### src/rtl/arr_pkg.sv
// Shared width and size constants for the 4x4 weight-stationary MAC array.
package arr_pkg;
    localparam int DATA_W = 8;
    localparam int ACC_W  = 24;
    localparam int ARR_N  = 4;
endpackage

### src/rtl/arr_if.sv
// Bundles the array's data, control and fault-mask signals.
// The master side drives weights, activations, hold and masks; the slave side is the array.
interface arr_if;
    import arr_pkg::*;

    logic [ARR_N*ARR_N-1:0] Err_mac;
    logic [ARR_N*ARR_N-1:0] Err_mult;
    logic                   hold;

    logic [DATA_W-1:0] w1_in, w2_in, w3_in, w4_in;
    logic [DATA_W-1:0] a1_in, a2_in, a3_in, a4_in;
    logic [DATA_W-1:0] w1_out, w2_out, w3_out, w4_out;
    logic [DATA_W-1:0] a1_out, a2_out, a3_out, a4_out;
    logic [ACC_W-1:0]  c1_out, c2_out, c3_out, c4_out;

    modport master (
        output Err_mac, Err_mult, hold,
        output w1_in, w2_in, w3_in, w4_in,
        output a1_in, a2_in, a3_in, a4_in,
        input  w1_out, w2_out, w3_out, w4_out,
        input  a1_out, a2_out, a3_out, a4_out,
        input  c1_out, c2_out, c3_out, c4_out
    );

    modport slave (
        input  Err_mac, Err_mult, hold,
        input  w1_in, w2_in, w3_in, w4_in,
        input  a1_in, a2_in, a3_in, a4_in,
        output w1_out, w2_out, w3_out, w4_out,
        output a1_out, a2_out, a3_out, a4_out,
        output c1_out, c2_out, c3_out, c4_out
    );
endinterface

### src/rtl/arr_pe.sv
// One processing element: holds a weight, forwards the activation right and
// accumulates a_in * w_reg into the partial sum flowing down, with fault injection.
module arr_pe
    import arr_pkg::*;
(
    input  logic              clk,
    input  logic              rst,
    input  logic              hold,
    input  logic              err_mac,
    input  logic              err_mult,
    input  logic [DATA_W-1:0] w_in,
    output logic [DATA_W-1:0] w_out,
    input  logic [DATA_W-1:0] a_in,
    output logic [DATA_W-1:0] a_out,
    input  logic [ACC_W-1:0]  p_in,
    output logic [ACC_W-1:0]  p_out
);
    logic [DATA_W-1:0]   w_reg;
    logic [DATA_W-1:0]   a_reg;
    logic [ACC_W-1:0]    p_reg;
    logic [2*DATA_W-1:0] prod;
    logic [ACC_W-1:0]    sum;

    // The product uses the weight already resident here, not the one arriving this edge.
    always_comb begin
        prod = '0;
        if (!err_mult) begin
            prod = a_in * w_reg;
        end
        sum = p_in + {{(ACC_W-2*DATA_W){1'b0}}, prod};
    end

    always_ff @(posedge clk) begin
        if (rst) begin
            w_reg <= '0;
            a_reg <= '0;
            p_reg <= '0;
        end else begin
            if (!hold) begin
                w_reg <= w_in;
            end
            a_reg <= a_in;
            p_reg <= sum ^ {{(ACC_W-1){1'b0}}, err_mac};
        end
    end

    assign w_out = w_reg;
    assign a_out = a_reg;
    assign p_out = p_reg;
endmodule

### src/rtl/arr_4x4.sv
// 4x4 systolic grid of arr_pe: weights shift down, activations shift right,
// partial sums leave the bottom row as four column results.
module arr_4x4
    import arr_pkg::*;
(
    input  logic clk,
    input  logic rst,
    arr_if.slave bus
);
    // Index [r][c] is the input of PE(r,c); the extra row/column carries the edge outputs.
    logic [DATA_W-1:0] w_bus [ARR_N+1][ARR_N];
    logic [DATA_W-1:0] a_bus [ARR_N][ARR_N+1];
    logic [ACC_W-1:0]  p_bus [ARR_N+1][ARR_N];

    assign w_bus[0][0] = bus.w1_in;
    assign w_bus[0][1] = bus.w2_in;
    assign w_bus[0][2] = bus.w3_in;
    assign w_bus[0][3] = bus.w4_in;

    assign a_bus[0][0] = bus.a1_in;
    assign a_bus[1][0] = bus.a2_in;
    assign a_bus[2][0] = bus.a3_in;
    assign a_bus[3][0] = bus.a4_in;

    genvar r, c;
    generate
        for (c = 0; c < ARR_N; c++) begin : g_top
            assign p_bus[0][c] = '0;
        end
        for (r = 0; r < ARR_N; r++) begin : g_row
            for (c = 0; c < ARR_N; c++) begin : g_col
                arr_pe u_pe (
                    .clk      (clk),
                    .rst      (rst),
                    .hold     (bus.hold),
                    .err_mac  (bus.Err_mac[r*ARR_N+c]),
                    .err_mult (bus.Err_mult[r*ARR_N+c]),
                    .w_in     (w_bus[r][c]),
                    .w_out    (w_bus[r+1][c]),
                    .a_in     (a_bus[r][c]),
                    .a_out    (a_bus[r][c+1]),
                    .p_in     (p_bus[r][c]),
                    .p_out    (p_bus[r+1][c])
                );
            end
        end
    endgenerate

    assign bus.w1_out = w_bus[ARR_N][0];
    assign bus.w2_out = w_bus[ARR_N][1];
    assign bus.w3_out = w_bus[ARR_N][2];
    assign bus.w4_out = w_bus[ARR_N][3];

    assign bus.a1_out = a_bus[0][ARR_N];
    assign bus.a2_out = a_bus[1][ARR_N];
    assign bus.a3_out = a_bus[2][ARR_N];
    assign bus.a4_out = a_bus[3][ARR_N];

    assign bus.c1_out = p_bus[ARR_N][0];
    assign bus.c2_out = p_bus[ARR_N][1];
    assign bus.c3_out = p_bus[ARR_N][2];
    assign bus.c4_out = p_bus[ARR_N][3];
endmodule

### src/flat_wrapper.sv
// flat-port wrapper written by rule: the top's interface ports become plain ports
module arr_4x4_flat import arr_pkg::*;
  (clk, rst, bus_Err_mac, bus_Err_mult, bus_hold, bus_w1_in, bus_w2_in, bus_w3_in, bus_w4_in, bus_a1_in, bus_a2_in, bus_a3_in, bus_a4_in, bus_w1_out, bus_w2_out, bus_w3_out, bus_w4_out, bus_a1_out, bus_a2_out, bus_a3_out, bus_a4_out, bus_c1_out, bus_c2_out, bus_c3_out, bus_c4_out);
  arr_if bus_i ();
  input  logic clk;
  input  logic rst;
  input wire logic [$bits(bus_i.Err_mac)-1:0] bus_Err_mac;
  input wire logic [$bits(bus_i.Err_mult)-1:0] bus_Err_mult;
  input wire logic [$bits(bus_i.hold)-1:0] bus_hold;
  input wire logic [$bits(bus_i.w1_in)-1:0] bus_w1_in;
  input wire logic [$bits(bus_i.w2_in)-1:0] bus_w2_in;
  input wire logic [$bits(bus_i.w3_in)-1:0] bus_w3_in;
  input wire logic [$bits(bus_i.w4_in)-1:0] bus_w4_in;
  input wire logic [$bits(bus_i.a1_in)-1:0] bus_a1_in;
  input wire logic [$bits(bus_i.a2_in)-1:0] bus_a2_in;
  input wire logic [$bits(bus_i.a3_in)-1:0] bus_a3_in;
  input wire logic [$bits(bus_i.a4_in)-1:0] bus_a4_in;
  output wire logic [$bits(bus_i.w1_out)-1:0] bus_w1_out;
  output wire logic [$bits(bus_i.w2_out)-1:0] bus_w2_out;
  output wire logic [$bits(bus_i.w3_out)-1:0] bus_w3_out;
  output wire logic [$bits(bus_i.w4_out)-1:0] bus_w4_out;
  output wire logic [$bits(bus_i.a1_out)-1:0] bus_a1_out;
  output wire logic [$bits(bus_i.a2_out)-1:0] bus_a2_out;
  output wire logic [$bits(bus_i.a3_out)-1:0] bus_a3_out;
  output wire logic [$bits(bus_i.a4_out)-1:0] bus_a4_out;
  output wire logic [$bits(bus_i.c1_out)-1:0] bus_c1_out;
  output wire logic [$bits(bus_i.c2_out)-1:0] bus_c2_out;
  output wire logic [$bits(bus_i.c3_out)-1:0] bus_c3_out;
  output wire logic [$bits(bus_i.c4_out)-1:0] bus_c4_out;
  assign bus_i.Err_mac = bus_Err_mac;
  assign bus_i.Err_mult = bus_Err_mult;
  assign bus_i.hold = bus_hold;
  assign bus_i.w1_in = bus_w1_in;
  assign bus_i.w2_in = bus_w2_in;
  assign bus_i.w3_in = bus_w3_in;
  assign bus_i.w4_in = bus_w4_in;
  assign bus_i.a1_in = bus_a1_in;
  assign bus_i.a2_in = bus_a2_in;
  assign bus_i.a3_in = bus_a3_in;
  assign bus_i.a4_in = bus_a4_in;
  assign bus_w1_out = bus_i.w1_out;
  assign bus_w2_out = bus_i.w2_out;
  assign bus_w3_out = bus_i.w3_out;
  assign bus_w4_out = bus_i.w4_out;
  assign bus_a1_out = bus_i.a1_out;
  assign bus_a2_out = bus_i.a2_out;
  assign bus_a3_out = bus_i.a3_out;
  assign bus_a4_out = bus_i.a4_out;
  assign bus_c1_out = bus_i.c1_out;
  assign bus_c2_out = bus_i.c2_out;
  assign bus_c3_out = bus_i.c3_out;
  assign bus_c4_out = bus_i.c4_out;
  arr_4x4 u_core (.clk(clk), .rst(rst), .bus(bus_i));
endmodule
### config.mk
export PLATFORM = sky130hd
export DESIGN_NAME = arr_4x4_flat
export DESIGN_NICKNAME = d
export VERILOG_FILES = /design/src/rtl/arr_pkg.sv /design/src/rtl/arr_if.sv /design/src/rtl/arr_pe.sv /design/src/rtl/arr_4x4.sv /design/src/flat_wrapper.sv
export SDC_FILE = /design/constraint.sdc
export NUM_CORES = 2
export LEC_CHECK = 0
export CAP_MARGIN = 40
export CORE_MARGIN = 5
export CORE_UTILIZATION = 57
export CTS_CLUSTER_SIZE = 40
export DETAILED_ROUTE_END_ITERATION = 16
export PLACE_DENSITY = 0.79
export RECOVER_POWER = 50
export SLEW_MARGIN = 20
export SYNTH_ARGS = -nofsm -noshare
export SYNTH_HDL_FRONTEND = slang
export SYNTH_SLANG_ARGS = --single-unit
### constraint.sdc
create_clock -name clk -period 6.45 [get_ports clk]
set_input_delay 1.935 -clock clk [delete_from_list [all_inputs] [get_ports clk]]
set_output_delay 1.935 -clock clk [all_outputs]
set_load 0.005 [all_outputs]
==> results.rst <==
.. list-table::
   :header-rows: 1

   * - Metric
     - Value
   * - Syn-to-layout area delta
     - 13.1%
   * - Overall routed net length
     - 138000 um
   * - Avg WL per Cell
     - approximately 16 um
   * - Number of clock buffers inserted by TritonCTS
     - 61
   * - Number of instances in the synthesized netlist
     - 6630
   * - Share of the synthesized area in compound gates (AO/OA/AOI/OAI)
     - approximately 8.9%
   * - Slack of the worst reg-to-reg path
     - 0.30 ns
   * - Total standard cell area after synthesis
     - about 58000 um2
   * - Number of antenna violations at the first check in global routing
     - 3
   * - Skew-Pair Late Insertion Delay
     - 0.67 ns
   * - Reg2reg end
     - u_core.g_row[2].g_col[3].u_pe.p_out[15]
   * - Post-synthesis xor/xnor area fraction
     - 3.69%
   * - Overall die width
     - 329 um
   * - Filler instances
     - 8313
   * - Multiplexer share of the synthesized area
     - 3.10%
   * - Type of the worst setup path
     - primary input to register
   * - Pre-antenna DRT Iters
     - 7
   * - Synth cell types
     - 70
   * - Gp weighted congestion
     - 0.927
   * - Largest family of logic cells by synthesized area
     - adder cells
   * - Unrepaired setup endpoints after global routing
     - yes
   * - CTS clk-pin slew, worst paths
     - 0.06 ns
   * - Number of clock sinks seen by CTS
     - 536
   * - Post-synth ARST share
     - 0%
   * - Max-slew violation count
     - approximately 470
   * - Worst Hold Launch
     - u_core.g_row[2].g_col[2].u_pe.p_out[16]
   * - Htree depth
     - 2
   * - Fin nets
     - 8410
   * - Count of input and output buffers
     - 238
   * - Number of instances on the worst hold path
     - 2
   * - Maximum number of pins on one net before global-route repair
     - 187
   * - Sequential element share of the synthesized area
     - 18.5%
   * - CP max FO
     - 8
   * - Fraction of the mapped netlist area in simple logic gates
     - 21.3%
   * - Startpoint type of the worst setup path
     - primary input
   * - Largest buffer count on any clock path
     - 3
   * - Die footprint
     - 109000 um2
   * - Clock tree skew after final layout
     - 0.0209 ns
   * - Number of enable flip-flop cells after synthesis
     - 0
   * - Type of the most critical hold path
     - register to register
   * - Total of endpoints with negative setup slack in the final report
     - 0
   * - Slew @ Worst Pin
     - 2.76 ns
   * - Data arrival time of the worst path
     - 6.89 ns
   * - Number of DRC violations after detailed routing
     - 0
   * - Part of the cycle the worst path needs
     - between 90% and 100%
   * - Worst slew slack as a fraction of its limit
     - -83.9%
   * - All-layer global routing usage
     - between 20% and 30%
   * - Cell with the biggest individual delay on the critical path
     - fa_1
   * - Number of maximum-capacitance constraint violations
     - 4
   * - Achievable clock frequency
     - 0.158 GHz
   * - Synth Flop Type
     - dfxtp_1
   * - Count of pins on the block boundary
     - roughly 260
   * - Number of vias per cell after detailed routing
     - approximately 5.4
   * - Antenna-violating nets left
     - 0
   * - Global-route wire length before repair
     - 228000 um
   * - Number of cell instances on the worst register-to-register path
     - 23
   * - Critical path cell sequence
     - buf_12, and2_4, fa_2, fa_1, inv_2, fa_1, fa_1, inv_2, ha_4, a21o_1, o311a_4, o41ai_4, xor2_1, nor2_2, ha_4, a21o_1, a31oi_2, o21ai_1, a31oi_1, mux2_2
   * - Routed via count
     - approximately 45000
   * - Final Hold Viols
     - 0
   * - Starting Density
     - 57.2%
   * - Via count of the first global-routing pass
     - between 40000 and 50000
   * - Number of warnings issued by yosys
     - 0
   * - Largest incremental delay on the critical path
     - 0.53 ns
   * - Die Span Y
     - approximately 330 um
   * - Leakage power
     - 34.2 nW
   * - Clock Root Buffer
     - clkbuf_16
   * - Share of layout cells above drive strength 1
     - approximately 7.5%
   * - Post-Synth Adder-Cell Area
     - 36.8%
   * - Cell row count
     - 117
   * - Half-perimeter wire length after detailed placement
     - 110000 um
   * - Failing checks
     - capacitance limit, slew limit
   * - Setup total negative slack
     - 0 ns
   * - Syn avg cell area
     - 8.77 um2
   * - Hold Path Sink
     - u_core.g_row[3].g_col[2].u_pe.p_out[18]
   * - Library cell appearing most often on the critical path
     - fa_1
   * - Launching point of the worst reg2reg path
     - u_core.g_row[2].g_col[2].u_pe.a_out[5]
   * - Synthesized flop and latch total
     - 536
   * - Residual overflow from global routing
     - 0
   * - DRC violation total after the first TritonRoute iteration
     - 2290
   * - Shortest clock period the worst path allows after layout
     - approximately 6.3 ns
   * - Power density over the cells
     - 127 nW/um2
   * - TritonCTS clock tree
     - yes
   * - WHS
     - 0.493 ns
   * - Status
     - finished with violations
   * - Required time of the worst setup path
     - 6.99 ns
   * - Endpoint class of the critical path
     - register
   * - Largest voltage drop on the vdd net
     - 0.188 mV
   * - Placeable core region
     - 102000 um2
-- cells in the final DEF (no fill, tap or decap), types with 21 or more instances in the layout --
cell type / instances
inv_1: 925
ha_1: 746
and2_1: 745
fa_1: 584
nor2_1: 546
dfxtp_1: 536
nand2_1: 406
nor2b_1: 241
buf_4: 223
a21oi_1: 196
clkdlybuf4s50_1: 180
a21o_1: 144
mux2i_1: 144
o21ai_0: 134
xnor2_1: 124
xor2_1: 120
nor3_1: 87
nand3_1: 70
nand2b_1: 62
clkbuf_16: 61
o21a_1: 44
a31oi_1: 42
dlygate4sd3_1: 34
mux2_2: 26
or4_1: 22
a21boi_0: 21
-- routing by layer --
metal / global-route usage [%] / part of all wire [%] / wire, um
met4: 8.77 / 3.5 / 4840
met3: 3.36 / 5.2 / 7170
met1: 34.3 / 45 / 61800
met2: 42.1 / 46 / 63700
met5: 0 / 0 / 0
-- where the power goes --
part	total [mW]	switching [mW]	internal [mW]
clock network	3.68	1.51	2.17
logic	1.09	0.582	0.506
registers	3.59	0.175	3.42
total	8.36	2.26	6.10
-- worst max-delay path by stage --
| stage | from | to | slack [ns] | depth (start not counted) |
|---|---|---|---|---|
| after floorplan | bus_a3_in[5] | u_core.g_row[2].g_col[0].u_pe.p_out[15] | -0.26 | 22 |
| after global placement | bus_a4_in[3] | u_core.g_row[3].g_col[0].u_pe.p_out[15] | -1.08 | 22 |
| after detailed placement | bus_a4_in[3] | u_core.g_row[3].g_col[0].u_pe.p_out[16] | -1.17 | 22 |
| after CTS | bus_a4_in[2] | u_core.g_row[3].g_col[0].u_pe.p_out[16] | 0.0006 | 22 |
| after global routing | bus_a3_in[5] | u_core.g_row[2].g_col[0].u_pe.p_out[15] | -0.12 | 23 |
| final | bus_a4_in[3] | u_core.g_row[3].g_col[0].u_pe.p_out[15] | 0.11 | 20 |
-- stage by stage --
stage | setup WS (ns) | area (um2) | total power, mW | utilization (%) | cells
after global placement | -1.08 | 63100 | 4.69 | 62.1 | 8244
after CTS | 0.000606 | 65400 | 8.44 | 64.4 | 8363
after detailed placement | -1.17 | 63100 | 4.72 | 62.1 | 8245
after floorplan | -0.258 | 58400 | 4.28 | - | 6649
after global routing | -0.116 | 65800 | 8.73 | 64.8 | 8375
final | 0.106 | 65800 | 8.36 | 64.8 | 8377
-- cells in the mapped netlist, types with 9 or more instances --
master	n	share of area, %
inv_1	938	6.1
ha_1	768	17
and2_1	767	8.3
fa_1	588	20
nor2_1	549	3.5
dfxtp_1	536	18
nand2_1	409	2.6
nor2b_1	241	2.6
a21oi_1	214	1.8
clkbuf_1	165	1.1
o21ai_0	148	1.3
a21o_1	144	1.9
mux2i_1	144	2.5
xnor2_1	125	1.9
xor2_1	120	1.8
nor3_1	89	0.77
nand3_1	71	0.61
nand2b_1	62	0.67
buf_4	52	0.67
a31oi_1	45	0.48
o21a_1	44	0.57
mux2_2	32	0.62
a21boi_0	23	0.30
or4_1	23	0.30
a211oi_1	22	0.28
nor4_1	20	0.22
and3_1	19	0.20
nand3b_1	19	0.25
a41oi_1	17	0.26
nor3b_1	16	0.21
and3b_1	15	0.23
nand4_1	15	0.16
o211ai_1	15	0.19
o31ai_1	15	0.19
or3_1	13	0.14
a311oi_1	12	0.18
o41ai_1	11	0.17
buf_1	10	0.065
o311a_1	10	0.17
or2_2	10	0.11
and4_1	9	0.14
nand4b_1	9	0.14
o21bai_1	9	0.12
o41ai_2	9	0.25
-- worst max-delay path, delay by kind of cell --
family	cells	cell delay, ns
fa+ha+maj	6	2.42
buf+inv	3	0.21
xor+xnor	1	0.21
compound gates	7	1.51
simple gates	2	0.23
mux	1	0.34
-- area by class of cell --
type                            instances  area (um2)  area share, %
Tap cell                             1368        1710           2.60
Sequential cell                       536       10700           16.3
Clock buffer                           73        1630           2.48
Multi-Input combinational cell       4948       43600           66.2
Antenna cell                            3        7.51         0.0114
Inverter                              938        3520           5.35
Clock inverter                         41         495          0.753
Timing Repair Buffer                  470        4110           6.25
-- cell families after synthesis --
family	count (synthesis)
AOI/OAI and AO/OA	787
xor gates and xnor gates	245
adders and majority gates	1356
buffers and inverters	1165
DFF	536
muxes	176
other	1
and+or+nand+nor	2364
-- state kept, by name (all words and copies together) (netlist names) --
signal                         cells
u_core.g_row.g_col.u_pe.p_out    280
u_core.g_row.g_col.u_pe.a_out    128
u_core.g_row.g_col.u_pe.w_out    128
-- repair_timing --
action,CTS,global route
hold buffers,0,0
endpoints found under the setup margin,22,23
buffers inserted,4,11
resized for setup,81,131
pin swaps,49,96
No activity file was read; power rests on OpenSTA's default activity.
